## src/rtl/bp_cfg_sequencer.sv

```systemverilog
// Boot-time configuration sequencer: walks a table of config writes and issues each
// entry to every enabled core over a valid/ready channel, one acknowledged write at a time.
module bp_cfg_sequencer #(
    parameter int num_core_p       = 2,
    parameter int num_cfg_words_p  = 8,
    parameter int cfg_addr_width_p = 16,
    parameter int cfg_data_width_p = 64,
    parameter int ack_timeout_p    = 255,
    localparam int core_id_width_lp = (num_core_p > 1) ? $clog2(num_core_p) : 1
) (
    input  logic                                                         clk_i,
    input  logic                                                         reset_n_i,
    input  logic                                                         start_i,
    input  logic [num_core_p-1:0]                                        core_mask_i,
    input  logic [num_cfg_words_p*(cfg_addr_width_p+cfg_data_width_p)-1:0] cfg_table_i,
    output logic                                                         cfg_v_o,
    input  logic                                                         cfg_ready_i,
    output logic [core_id_width_lp-1:0]                                  cfg_core_id_o,
    output logic [cfg_addr_width_p-1:0]                                  cfg_addr_o,
    output logic [cfg_data_width_p-1:0]                                  cfg_data_o,
    input  logic                                                         cfg_ack_v_i,
    output logic                                                         busy_o,
    output logic                                                         done_o,
    output logic                                                         error_o
);

    localparam int entry_width_lp = cfg_addr_width_p + cfg_data_width_p;
    localparam int word_width_lp  = (num_cfg_words_p > 1) ? $clog2(num_cfg_words_p) : 1;
    localparam int timer_width_lp = $clog2(ack_timeout_p + 1);
    localparam logic [word_width_lp-1:0]  word_last_lp  = word_width_lp'(num_cfg_words_p - 1);
    localparam logic [timer_width_lp-1:0] timer_last_lp = timer_width_lp'(ack_timeout_p - 1);

    typedef enum logic [2:0] {IDLE, SEND, WAIT_ACK, DONE, ERROR} state_e;

    state_e                      state_r, state_n;
    logic [core_id_width_lp-1:0] core_r, core_n;
    logic [word_width_lp-1:0]    word_r, word_n;
    logic [timer_width_lp-1:0]   timer_r, timer_n;
    logic [num_core_p-1:0]       mask_r, mask_n;

    logic [core_id_width_lp-1:0] first_core, next_core;
    logic                        next_found;
    logic [entry_width_lp-1:0]   table_entries [num_cfg_words_p];
    logic [entry_width_lp-1:0]   cur_entry;
    logic                        payload_en;

    for (genvar g = 0; g < num_cfg_words_p; g++) begin : g_unpack
        assign table_entries[g] = cfg_table_i[g*entry_width_lp +: entry_width_lp];
    end

    // Descending scans so the last hit wins: lowest enabled core overall, and lowest above core_r.
    always_comb begin
        first_core = '0;
        next_core  = '0;
        next_found = 1'b0;
        for (int i = num_core_p - 1; i >= 0; i--) begin
            if (core_mask_i[i]) begin
                first_core = core_id_width_lp'(i);
            end
            if (mask_r[i] && (i > int'(core_r))) begin
                next_core  = core_id_width_lp'(i);
                next_found = 1'b1;
            end
        end
    end

    always_comb begin
        state_n = state_r;
        core_n  = core_r;
        word_n  = word_r;
        timer_n = timer_r;
        mask_n  = mask_r;
        case (state_r)
            IDLE, DONE, ERROR: begin
                if (start_i) begin
                    mask_n  = core_mask_i;
                    word_n  = '0;
                    timer_n = '0;
                    core_n  = first_core;
                    state_n = (|core_mask_i) ? SEND : DONE;
                end
            end
            SEND: begin
                if (cfg_ready_i) begin
                    state_n = WAIT_ACK;
                    timer_n = '0;
                end
            end
            WAIT_ACK: begin
                // An ack on the final timeout cycle still wins over the error.
                if (cfg_ack_v_i) begin
                    timer_n = '0;
                    if (word_r != word_last_lp) begin
                        word_n  = word_r + 1'b1;
                        state_n = SEND;
                    end else begin
                        word_n = '0;
                        if (next_found) begin
                            core_n  = next_core;
                            state_n = SEND;
                        end else begin
                            state_n = DONE;
                        end
                    end
                end else if (timer_r == timer_last_lp) begin
                    state_n = ERROR;
                end else begin
                    timer_n = timer_r + 1'b1;
                end
            end
            default: state_n = IDLE;
        endcase
    end

    always_ff @(posedge clk_i or negedge reset_n_i) begin
        if (!reset_n_i) begin
            state_r <= IDLE;
            core_r  <= '0;
            word_r  <= '0;
            timer_r <= '0;
            mask_r  <= '0;
        end else begin
            state_r <= state_n;
            core_r  <= core_n;
            word_r  <= word_n;
            timer_r <= timer_n;
            mask_r  <= mask_n;
        end
    end

    // Payload is shown while sending, and frozen in ERROR so the failing write can be read out.
    assign payload_en    = (state_r == SEND) || (state_r == ERROR);
    assign cur_entry     = table_entries[word_r];
    assign cfg_v_o       = (state_r == SEND);
    assign busy_o        = (state_r == SEND) || (state_r == WAIT_ACK);
    assign done_o        = (state_r == DONE);
    assign error_o       = (state_r == ERROR);
    assign cfg_core_id_o = payload_en ? core_r : '0;
    assign cfg_addr_o    = payload_en ? cur_entry[entry_width_lp-1 -: cfg_addr_width_p] : '0;
    assign cfg_data_o    = payload_en ? cur_entry[cfg_data_width_p-1:0] : '0;

endmodule

```

## config.mk

```make
export PLATFORM = sky130hd
export DESIGN_NAME = bp_cfg_sequencer
export DESIGN_NICKNAME = d
export VERILOG_FILES = /design/src/rtl/bp_cfg_sequencer.sv
export SDC_FILE = /design/constraint.sdc
export NUM_CORES = 1
export LEC_CHECK = 0
export CAP_MARGIN = 0
export CORE_AREA = 4 4 285 287
export DETAILED_ROUTE_END_ITERATION = 6
export DIE_AREA = 0 0 289 291
export MAX_ROUTING_LAYER = met4
export PLACE_DENSITY = 0.39
export SYNTH_ARGS = -nofsm -noshare
export SYNTH_HDL_FRONTEND = slang
export SYNTH_SLANG_ARGS = --single-unit
```

## constraint.sdc

```tcl
create_clock -name clk_i -period 4.2 [get_ports clk_i]
set_input_delay 0.84 -clock clk_i [delete_from_list [all_inputs] [get_ports clk_i]]
set_output_delay 0.84 -clock clk_i [all_outputs]
set_load 0.01 [all_outputs]
```

== Word-level counts from Yosys, hierarchy flattened ==
Cells that the tools add are included.

* Register bits after elaboration: 17
* Output and inout bits: 85
* Word-level logic and storage cells: 67

* Add/subtract/negate cells: 2
* $lt $le $gt $ge: 2
* Equality and inequality tests: 13
* Muxes and demuxes: 31
* Bitwise operators: 1
* Reductions and logical operators: 13

{| class="wikitable"
|+ Operators by type and width
! operator !! number
|-
| $bmux W80 S3 || 1
|-
| $mux W80 || 2
|-
| $mux W64 || 1
|-
| $mux W8 || 4
|-
| $pmux W8 S3 || 1
|-
| $mux W3 || 7
|-
| $mux W16 || 1
|-
| $ne A3 B3 Y1 const B || 3
|-
| $pmux W3 S3 || 1
|-
| $add A8 B1 Y8 const B || 1
|-
| $eq A8 B8 Y1 const B || 1
|-
| $mux W1 || 8
|-
| $ne A2 B2 Y1 const B || 4
|-
| $eq A3 B2 Y1 const B || 2
|-
| $mux W2 || 3
|-
| $pmux W3 S2 || 1
|-
| $reduce_and A3 Y1 || 2
|-
| $reduce_and A5 Y1 || 1
|-
| $ge A4 B4 Y1 const B || 1
|-
| $not A3 Y4 || 1
|-
| $reduce_and A4 Y1 || 1
|-
| $add A3 B1 Y3 const B || 1
|-
| $eq A3 B1 Y1 const B || 1
|-
| $eq A3 B3 Y1 const B || 1
|-
| 11 further kinds || 12
|}

== Depth between registers and ports, before layout ==
* Word-level depth: 7
* Gate-level depth with buffers: 6
* Mapped depth without buffers: 6

== Least setup slack after synthesis ==
No wires, ideal clock.

* Path type: reg-to-output
* From: reg word_r[0]
* To: out cfg_addr_o[10]
* Data arrival time: 1.521 ns
* Slack: 1.839 ns
* Stages on the path, launching flop included: 7
* Buffers on the path: 3
* Cell sequence: dfrtp_1 -> buf_2 -> buf_6 -> buf_6 -> mux4_2 -> mux2i_1 -> nor2_1

* Word-level cells in the longest chain between the ends: 5

{| class="wikitable"
|+ Ends and longest elaborated chain
! what !! RTL line !! text
|-
| start: declaration || 37 || <nowiki>logic [word_width_lp-1:0] word_r, word_n;</nowiki>
|-
| start signal: assignment || 125 || <nowiki>word_r <= word_n;</nowiki>
|-
| $not A3 Y4 (not written as such) || 133 || <nowiki>assign cur_entry = table_entries[word_r];</nowiki>
|-
| $bmux W80 S3 || 133 ||
|-
| $mux W80 (not written as such) (2 in a row) || 133 ||
|-
| $mux W16 || 139 || <nowiki>assign cfg_addr_o = payload_en ? cur_entry[entry_width_lp-1 -: cfg_addr_width_p] : '0;</nowiki>
|-
| end: declaration || 19 || <nowiki>output logic [cfg_addr_width_p-1:0] cfg_addr_o,</nowiki>
|}

Every way passes these cells. The select of a mux whose other input is x is not followed.

== Worst setup path in the final report ==
* From: reg word_r[0]
* To: out cfg_addr_o[13]

Same word-level chain as after synthesis.

==> run_results.csv <==
group,metric,value,unit
run_status,run_status,"completed",
critical_path,cp_data_arrival_time,2.88,ns
critical_path,critPathRequiredTime,3.36,ns
yosys,synthesis.instances,488,
sta,worst_slew_pin_slew,0.818,ns
critical_path,crit_path_end,"cfg_addr_o[13]",
sta,fin_setup_tns,0,ns
clock_network,tritoncts_clock_tree,"done",
yosys,post_synth_instance_area,0.00602,mm²
yosys,postSynth.asyncResetShare,1.00,
critical_path,start_kind,"register",
clock_network,postCtsSetupRepairBufs,0,
routing,met3_length,4670,µm
yosys,synth_cell_types,44,
clock_network,cts.path.max_buffers,2,
routing,num_vias,7912,
grt,first_pass_grt_wire_length,71400,µm
clock_network,post_cts.resized_instances,0,
sta,max-slew-margin-rel,0.453,
pwr,power.leakage,4.70,nW
grt,total_routing_resource_utilization_after_global_routing,0.123,
critical_path,timing_worst_setup_path_type,"reg2out",
yosys,synth_largest_area_cell,"sky130_fd_sc_hd__mux4_2",
critical_path,crit_slowest_cell,"sky130_fd_sc_hd__dfrtp_4",
floorplan,initial_core_util,0.0766,
yosys,yosys-top-cells-area,"sky130_fd_sc_hd__mux4_2 (60%), sky130_fd_sc_hd__mux2i_1 (13%), sky130_fd_sc_hd__dfrtp_1 (6.6%), sky130_fd_sc_hd__nor2_1 (5.5%), sky130_fd_sc_hd__buf_2 (1.9%)",
pwr,vdd_ir_drop_max,0.000208,V
yosys,yosys_register_bits,16,
floorplan,design.core.area,0.0786,mm²
yosys,synth.top_cells.by_count,"sky130_fd_sc_hd__mux4_2 (160), sky130_fd_sc_hd__nor2_1 (89), sky130_fd_sc_hd__mux2i_1 (80), sky130_fd_sc_hd__buf_2 (23), sky130_fd_sc_hd__clkbuf_1 (21)",
critical_path,crit_path_cell_trace,"buf_12, buf_4, mux4_2, mux2i_1, nor2_1, clkdlybuf4s50_1",
clock_network,number_of_h_tree_levels,1,
clock_network,clock_latency,0.25,ns
grt,first_global_vias,8891,
floorplan,die_width,289,µm
grt,grt_start_max_net_pins,46,
sta,slew_violations,0,
finish,drive_above_1_share,0.175,
grt,antenna_found_initial,21,
floorplan,io_pins,732,
routing,totalWireLength,54000,µm
sta,max_freq,269,MHz
critical_path,regToRegStartpoint,"word_r[1]$_DFFE_PN0P_",
critical_path,critical_path_depth_in_cells,6,
routing,met2_wirelength,26000,µm
pwr,pnr_total_power,5.44,mW
finish,finalNetCount,1855,
routing,drtAntennaViolNets,0,
finish,areaGrowthSynthToFinish,147,%
yosys,yosysSeqAreaShare,0.0665,
critical_path,cell_depth_of_the_worst_flop_to_flop_path,7,
floorplan,fp.dieH,291,µm
floorplan,placementRows,103,
critical_path,terminus_of_the_critical_flop_to_flop_path,"state_r[1]$_DFFE_PN0P_",
sta,setup_violations,0,
critical_path,cp_num_buf_inv,3,
yosys,syn_nets,1139,
routing,initialDrtViolationCount,381,
yosys,yosys.cell_count.top_type,"sky130_fd_sc_hd__mux4_2",
routing,avgRoutedWirePerCell,23.9,µm
routing,drt_first_pass_iters,5,
worst_hold_path,hp-class,"reg2reg",
yosys,synth-warning-count,0,
critical_path,maximum_fanout_encountered_on_the_critical_timing_path,21,
routing,route.detailed.drc,0,
clock_network,cts.clk_slew.worst_paths,0.05,ns
routing,highest-signal-layer,"met4",
yosys,synth_edf_count,0,
critical_path,critPathMaxStageDelay,0.71,ns
sta,period_minus_slack,3.72,ns
clock_network,cts_hold_repair.buffers,0,
sta,grt_setup_unrepaired,"no",
run,cap_violations,0,
clock_network,cts_inserted_buffers,3,
sta,timing_hold_violations_final,0,
placed_design,io_buffer_count,731,
critical_path,slack_of_the_worst_reg_to_reg_path,2.08,ns
placed_design,place_hpwl,48100,µm
grt,grt-ovfl-total,0,
clock_network,cts_root_buffer,"sky130_fd_sc_hd__clkbuf_16",
yosys,synth_flop_cell,"sky130_fd_sc_hd__dfrtp_1",
yosys,postSynthAreaPerCell,12.3,µm²
floorplan,fp.dieArea,0.0841,mm²
critical_path,cp-end-kind,"output port",
critical_path,critPathTopFamily,"buffers and inverters",
finish,number_of_filler_cells_placed_in_the_layout,8593,
placed_design,gp_congestion,0.894,
sta,timing.clock.skew,0.00275,ns
routing,average_via_count_per_standard_cell,3.50,
yosys,netlist.area_leader.share,0.598,
clock_network,clock_sinks,16,
pwr,cellPowerDensity,366,mW/mm²
routing,routedLengthMet1,23100,µm
sta,timing.final.crit_share,0.887,
critical_path,worst_setup_path_startpoint,"word_r[0]$_DFFE_PN0P_",
## cells in the final DEF (no fill, tap or decap), drive strengths merged, types with 3 or more instances in the layout
cell type,n
dfrtp,16
a31oi,5
a21oi,6
buf,37
clkbuf,4
mux2i,80
mux4,160
nor2,89
nand2b,4
inv,6
nand3,9
diode,5
o21ai,8
and3,3
nand2,14
ha,4
clkdlybuf4s50,731
## per-layer routing
layer	vias up	track usage
met5	-	-
met4	0	0.00732
met3	16	0.0275
met2	467	0.207
met1	3949	0.157
li1	3480	-
## through the flow
step	instances	util	area (µm²)	hold WS, ns	setup WS [ns]
5_1_grt	2258	0.189	14900	0.529	0.227
4_1_cts	2253	0.189	14900	0.512	0.303
2_1_floorplan	488	-	6020	0.463	1.84
3_5_place_dp	2249	0.188	14800	0.503	0.418
6_report	2258	0.189	14900	0.511	0.476
3_3_place_gp	2249	0.188	14800	0.501	0.379
## state kept, by name, indices dropped and copies added (netlist names)
name and cells:
word_r 3, state_r 3, timer_r 8, core_r 1, mask_r 1
## cell families after synthesis
family,share of synthesized area
buffers and inverters,0.0559
adders and majority gates,0.00997
DFF,0.0665
and+or+nand+nor,0.0980
AOI/OAI and AO/OA,0.0312
muxes,0.736
xor gates and xnor gates,0.00291
## area by class of cell
type,instances,area (µm²),area share
clock buffer,4,88.8,0.00597
multi-input combinational,409,5290,0.356
timing repair buffer,768,7730,0.520
antenna,5,12.5,0.000841
tap,1050,1310,0.0883
sequential,16,412,0.0277
inverter,6,22.5,0.00151
## worst register-to-register path, delay by kind of cell, from the launching register on
kind / cells / cell delay [ns]
simple gates: 2 / 0.28
compound gates: 1 / 0.11
buf+inv: 2 / 0.57
fa+ha+maj: 2 / 0.39
flops: 1 / 0.71
## where the power goes
| part | internal, mW | switching (mW) |
|---|---|---|
| sequential | 0.192 | 0.145 |
| combinational | 2.81 | 2.08 |
| clock | 0.145 | 0.0650 |
| total | 3.14 | 2.29 |
## worst min path at each step
stage	start	endpoint	slack, ns	depth (start not counted)
floorplan	timer_r[5]$_DFFE_PN0P_	timer_r[5]$_DFFE_PN0P_	0.46	1
CTS	timer_r[4]$_DFFE_PN0P_	timer_r[4]$_DFFE_PN0P_	0.51	1
global route	timer_r[4]$_DFFE_PN0P_	timer_r[4]$_DFFE_PN0P_	0.53	1
finish	timer_r[5]$_DFFE_PN0P_	timer_r[5]$_DFFE_PN0P_	0.51	1
detailed placement	timer_r[4]$_DFFE_PN0P_	timer_r[4]$_DFFE_PN0P_	0.50	1
global placement	timer_r[5]$_DFFE_PN0P_	timer_r[5]$_DFFE_PN0P_	0.50	1
No activity file was read; power rests on OpenSTA's default activity.
